### src/rtl/riscv_pkg.sv
// Shared encodings for the multicycle RISC-V controller: FSM states, major opcodes,
// ALU operand selects and ALU operation codes.
package riscv_pkg;

   localparam int STATE_BITS = 4;

   typedef enum logic [STATE_BITS-1:0] {
      S_FETCH     = 4'd0,
      S_DECODE    = 4'd1,
      S_MEM_ADDR  = 4'd2,
      S_MEM_READ  = 4'd3,
      S_MEM_WB    = 4'd4,
      S_MEM_WRITE = 4'd5,
      S_EXEC_R    = 4'd6,
      S_EXEC_I    = 4'd7,
      S_ALU_WB    = 4'd8,
      S_BRANCH    = 4'd9,
      S_TRAP      = 4'd10
   } state_e;

   localparam logic [6:0] OP_LOAD   = 7'b0000011;
   localparam logic [6:0] OP_STORE  = 7'b0100011;
   localparam logic [6:0] OP_RTYPE  = 7'b0110011;
   localparam logic [6:0] OP_ITYPE  = 7'b0010011;
   localparam logic [6:0] OP_BRANCH = 7'b1100011;

   localparam logic [1:0] SRCA_PC     = 2'b00;
   localparam logic [1:0] SRCA_OLDPC  = 2'b01;
   localparam logic [1:0] SRCA_RD1    = 2'b10;

   localparam logic [1:0] SRCB_RD2    = 2'b00;
   localparam logic [1:0] SRCB_FOUR   = 2'b01;
   localparam logic [1:0] SRCB_IMM    = 2'b10;
   localparam logic [1:0] SRCB_IMM_SH = 2'b11;

   localparam logic [1:0] ALUOP_ADD   = 2'b00;
   localparam logic [1:0] ALUOP_SUB   = 2'b01;
   localparam logic [1:0] ALUOP_FUNCT = 2'b10;

   // States that wait on the shared memory strobe and are covered by the timeout.
   function automatic logic is_mem_wait(state_e s);
      return (s == S_FETCH) || (s == S_MEM_READ) || (s == S_MEM_WRITE);
   endfunction

endpackage

### src/rtl/multicycle_ctrl.sv
// Moore-decoded multicycle RISC-V control FSM; ALU 4, branch 3, store 4, load 5 cycles with zero memory wait.
// Memory states stall on mem_ready and trap (bus_err) after MEM_TIMEOUT idle cycles; illegal opcodes trap.
module multicycle_ctrl
   import riscv_pkg::*;
#(
   parameter int MEM_TIMEOUT = 15,
   parameter int STATE_W     = 4
) (
   input  logic               clk,
   input  logic               rst,
   input  logic [6:0]         opcode,
   input  logic               zero,
   input  logic               mem_ready,
   output logic               pc_write,
   output logic               ir_write,
   output logic               reg_write,
   output logic               mem_read,
   output logic               mem_write,
   output logic               mem_to_reg,
   output logic               i_or_d,
   output logic               pc_src,
   output logic [1:0]         alu_src_a,
   output logic [1:0]         alu_src_b,
   output logic [1:0]         alu_op,
   output logic               instr_done,
   output logic               trap,
   output logic               bus_err,
   output logic               illegal,
   output logic [STATE_W-1:0] state
);

   localparam int CNT_W = $clog2(MEM_TIMEOUT + 1);

   state_e           state_q, state_d;
   logic [CNT_W-1:0] cnt_q, cnt_d;
   logic             illegal_q, illegal_d;
   logic             bus_err_q, bus_err_d;
   logic             timeout;

   assign timeout = (cnt_q == CNT_W'(MEM_TIMEOUT)) && !mem_ready;

   always_ff @(posedge clk or negedge rst) begin
      if (!rst) begin
         state_q   <= S_FETCH;
         cnt_q     <= '0;
         illegal_q <= 1'b0;
         bus_err_q <= 1'b0;
      end else begin
         state_q   <= state_d;
         cnt_q     <= cnt_d;
         illegal_q <= illegal_d;
         bus_err_q <= bus_err_d;
      end
   end

   always_comb begin
      state_d   = state_q;
      illegal_d = illegal_q;
      bus_err_d = bus_err_q;
      case (state_q)
         S_FETCH, S_MEM_READ, S_MEM_WRITE: begin
            // A ready strobe on the timeout cycle still counts as progress.
            if (mem_ready) begin
               case (state_q)
                  S_FETCH:    state_d = S_DECODE;
                  S_MEM_READ: state_d = S_MEM_WB;
                  default:    state_d = S_FETCH;
               endcase
            end else if (timeout) begin
               state_d   = S_TRAP;
               bus_err_d = 1'b1;
            end
         end
         S_DECODE: begin
            case (opcode)
               OP_LOAD, OP_STORE: state_d = S_MEM_ADDR;
               OP_RTYPE:          state_d = S_EXEC_R;
               OP_ITYPE:          state_d = S_EXEC_I;
               OP_BRANCH:         state_d = S_BRANCH;
               default: begin
                  state_d   = S_TRAP;
                  illegal_d = 1'b1;
               end
            endcase
         end
         S_MEM_ADDR:         state_d = (opcode == OP_LOAD) ? S_MEM_READ : S_MEM_WRITE;
         S_EXEC_R, S_EXEC_I: state_d = S_ALU_WB;
         S_MEM_WB, S_ALU_WB, S_BRANCH: state_d = S_FETCH;
         S_TRAP:             state_d = S_TRAP;
         default:            state_d = S_TRAP;
      endcase

      if (state_d != state_q)
         cnt_d = '0;
      else if (is_mem_wait(state_q) && !mem_ready)
         cnt_d = cnt_q + CNT_W'(1);
      else
         cnt_d = cnt_q;
   end

   always_comb begin
      pc_write   = 1'b0;
      ir_write   = 1'b0;
      reg_write  = 1'b0;
      mem_read   = 1'b0;
      mem_write  = 1'b0;
      mem_to_reg = 1'b0;
      i_or_d     = 1'b0;
      pc_src     = 1'b0;
      alu_src_a  = SRCA_PC;
      alu_src_b  = SRCB_RD2;
      alu_op     = ALUOP_ADD;
      instr_done = 1'b0;
      trap       = 1'b0;
      case (state_q)
         S_FETCH: begin
            mem_read  = 1'b1;
            alu_src_b = SRCB_FOUR;
            // Reset holds the FSM in FETCH; keep its write strobes quiet meanwhile.
            ir_write  = mem_ready & rst;
            pc_write  = mem_ready & rst;
         end
         S_DECODE: begin
            alu_src_a = SRCA_OLDPC;
            alu_src_b = SRCB_IMM_SH;
         end
         S_MEM_ADDR: begin
            alu_src_a = SRCA_RD1;
            alu_src_b = SRCB_IMM;
         end
         S_MEM_READ: begin
            mem_read = 1'b1;
            i_or_d   = 1'b1;
         end
         S_MEM_WB: begin
            reg_write  = 1'b1;
            mem_to_reg = 1'b1;
            instr_done = 1'b1;
         end
         S_MEM_WRITE: begin
            mem_write  = 1'b1;
            i_or_d     = 1'b1;
            instr_done = mem_ready;
         end
         S_EXEC_R: begin
            alu_src_a = SRCA_RD1;
            alu_op    = ALUOP_FUNCT;
         end
         S_EXEC_I: begin
            alu_src_a = SRCA_RD1;
            alu_src_b = SRCB_IMM;
            alu_op    = ALUOP_FUNCT;
         end
         S_ALU_WB: begin
            reg_write  = 1'b1;
            instr_done = 1'b1;
         end
         S_BRANCH: begin
            alu_src_a  = SRCA_RD1;
            alu_op     = ALUOP_SUB;
            pc_src     = 1'b1;
            pc_write   = zero;
            instr_done = 1'b1;
         end
         S_TRAP:  trap = 1'b1;
         default: trap = 1'b1;
      endcase
   end

   assign illegal = illegal_q;
   assign bus_err = bus_err_q;
   assign state   = STATE_W'(state_q);

endmodule

### config.mk
export PLATFORM = sky130hd
export DESIGN_NAME = multicycle_ctrl
export DESIGN_NICKNAME = d
export VERILOG_FILES = /design/src/rtl/riscv_pkg.sv /design/src/rtl/multicycle_ctrl.sv
export SDC_FILE = /design/constraint.sdc
export NUM_CORES = 1
export LEC_CHECK = 0
export ABC_AREA = 1
export CORE_MARGIN = 3
export CORE_UTILIZATION = 47
export DETAILED_ROUTE_END_ITERATION = 16
export PLACE_DENSITY = 0.82
export SLEW_MARGIN = 20
export SYNTH_ARGS = -nofsm -noshare
export SYNTH_HDL_FRONTEND = slang
export SYNTH_SLANG_ARGS = --single-unit
export TNS_END_PERCENT = 1
### constraint.sdc
create_clock -name clk -period 2.8 [get_ports clk]
set_input_delay 0.56 -clock clk [delete_from_list [all_inputs] [get_ports clk]]
set_output_delay 0.56 -clock clk [all_outputs]
set_load 0.02 [all_outputs]
==> flow_metrics.env <==
export IMPL_wire_per_inst_um=12.2
export IMPL_grt_max_degree=11
export IMPL_num_rows=15
export IMPL_fin_crit_ns=2.55
export IMPL_final_area_um2=1300
export IMPL_swShare=0.507
export IMPL_dpl_hpwl_mm=2.07
export IMPL_antenna_found_initial=0
export IMPL_numCtsBuffers=3
export IMPL_intPower_mw=0.630
export IMPL_synth_top_area_frac=0.280
export IMPL_start_kind="flip-flop"
export IMPL_drv_slew=0
export IMPL_syn_area_um2=893
export IMPL_clock_latency_ns=0.27
export IMPL_drive_gt1_frac=0.218
export IMPL_hold_path_class="reg -> reg"
export IMPL_max_clock_path_buffers=2
export IMPL_start_util=0.506
export IMPL_maxCapViolCount=0
export IMPL_ys_seq_area_frac=0.280
export IMPL_arrival_ns=1.99
export IMPL_h_tree_depth=1
export IMPL_syn_inst=136
export IMPL_synth_fp_nets=148
export IMPL_numPortBuffers=32
export IMPL_dp_slack_ns=0.256
export IMPL_fin_crit_sh=0.912
export IMPL_holdBufCountCts=0
export IMPL_synth_cell_type_count=23
export IMPL_status="finished clean"
export IMPL_clk_pin_slew_ns=0.07
export IMPL_fp_dieArea_um2=2460
export IMPL_power_frac_clock=0.102
export IMPL_die_w_um=49.6
export IMPL_antenna_left=0
export IMPL_fin_nets=187
export IMPL_core_area_um2=1760
export IMPL_drc_errors=0
export IMPL_max_clock_freq_mhz=392
export IMPL_cts_sinks=10
export IMPL_fin_worst_skew_ns=0.000751
export IMPL_slew_headroom=0.764
export IMPL_grt_ovfl_total=0
export IMPL_finalSetupTns_ns=0
export IMPL_vias=988
export IMPL_postSynthRegisterBits=10
export IMPL_cts_root_buf="clkbuf_4"
export IMPL_power_frac_comb=0.716
export IMPL_hold_viol=0
export IMPL_viasPerCell=4.96
export IMPL_ir_worst_vdd_uv=663
export IMPL_worst_setup_path_end_kind="output pin"
export IMPL_worst_slew_pin_slew_ns=0.351
export IMPL_ioPinCount=33
export IMPL_grt_pass1_wl_mm=4.21
export IMPL_leakage_nw=0.635
export IMPL_path_class="reg -> out"
export IMPL_area_growth_pct=45.1
export IMPL_yosys_area_top_type="dfrtp_1"
export IMPL_antenna_cells=0
export IMPL_synthTopCellsByArea="dfrtp_1 (28%), nand2_1 (13%), nor2_1 (9.7%)"
export IMPL_die_h_um=49.6
export IMPL_powerDensity_nw_per_um2=986
export IMPL_drtIter0Drc=11
export IMPL_cts_resized=0
export IMPL_syn_avg_cell_area_um2=6.57
export IMPL_grt_usage=0.218
export IMPL_required_ns=2.24
export IMPL_post_cts_setup_buffers=0
export IMPL_setup_viol=0
export IMPL_dr_pass1_iters=4
export IMPL_rsz0062_at_grt="no"
export IMPL_wl_mm=2.43
export IMPL_gp_congestion=0.799
export IMPL_grt_pass1_vias=952
export IMPL_worstSetupStartpoint="state[0]"
export IMPL_path_max_fanout=7
export IMPL_r2r_start="state[1]"
export IMPL_hp_start="bus_err"
export IMPL_worst_slack_ns=0.248
export IMPL_layout_common_cells="nand2_1 (32), clkdlybuf4s50_1 (32), nor2_1 (23)"
export IMPL_placed_cell_area_um2=1260
export IMPL_cts_tree="yes"
export IMPL_yosysWarnings=0
export IMPL_switchingPower_mw=0.648
export IMPL_pwr_share_seq=0.182
-- critical path, cell delays in order, from the launching register on --
cell             delay, ns
dfrtp_1               0.51
inv_1                 0.13
nor2_2                0.13
nand2_1               0.11
inv_1                 0.10
nand2_1               0.05
o21ai_0               0.07
clkdlybuf4s50_1       0.62
-- metrics by stage --
| step | hold slack (ns) | std cells | utilization | total power, mW |
|---|---|---|---|---|
| 6_report | 0.481 | 199 | 0.735 | 1.28 |
| 5_1_grt | 0.497 | 199 | 0.735 | 1.38 |
| 4_1_cts | 0.481 | 199 | 0.735 | 1.29 |
| 3_5_place_dp | 0.466 | 195 | 0.714 | 1.15 |
| 3_3_place_gp | 0.438 | 195 | 0.714 | 1.13 |
| 2_1_floorplan | 0.264 | 136 | - | 0.816 |
-- cells by family after synthesis --
family                     Yosys count  synth area share
and+or+nand+nor                     91             0.518
buffers and inverters               20            0.0840
AOI/OAI and AO/OA                   11            0.0742
DFF                                 10             0.280
xor gates and xnor gates             3            0.0294
adders and majority gates            1            0.0140
-- worst paths after layout --
kind	to	slack [ns]	cells past startpoint
worst max-delay path	pc_write	0.25	7
worst min-delay path	bus_err	0.48	1
worst max register to register	cnt_q[3]	1.10	10
worst min register to register	bus_err	0.48	1
max in group asynchronous	state[2]	2.02	2
min in group asynchronous	cnt_q[1]	0.64	2
-- power groups by stage --
| stage | combinational (mW) | clock (mW) | sequential [mW] |
|---|---|---|---|
| floorplan | 0.565 | 0 | 0.251 |
| global placement | 0.898 | 0 | 0.232 |
| detailed placement | 0.920 | 0 | 0.235 |
| CTS | 0.923 | 0.134 | 0.232 |
| global route | 0.997 | 0.139 | 0.239 |
| finish | 0.915 | 0.131 | 0.232 |
-- cell usage after synthesis, drive strengths merged --
library cell / n
nor2: 31
and2: 1
o211ai: 1
o21bai: 1
o21ai: 4
nand3b: 1
nand4: 3
clkinv: 1
nand2: 41
a21o: 1
ha: 1
a21oi: 4
nand3: 14
dfrtp: 10
inv: 19
xor2: 3
-- routing by layer --
layer | track usage | part of all wire
met5 | 0 | 0
met4 | 0.0922 | 0.021
met3 | 0.0242 | 0.057
met2 | 0.383 | 0.50
met1 | 0.267 | 0.42
-- flip-flops by register name, summed over array words and instances, names as in the netlist --
signal	count
illegal	1
bus_err	1
cnt_q	4
state	4
-- cell type report --
type,count,area (µm²)
clock buffers,4,36.3
fillers,162,468
inverters,20,75.1
multi-input cells,106,568
flip-flops and latches,10,250
well taps,25,31.3
repair buffers,34,335
(Power assumes the default switching activity.)
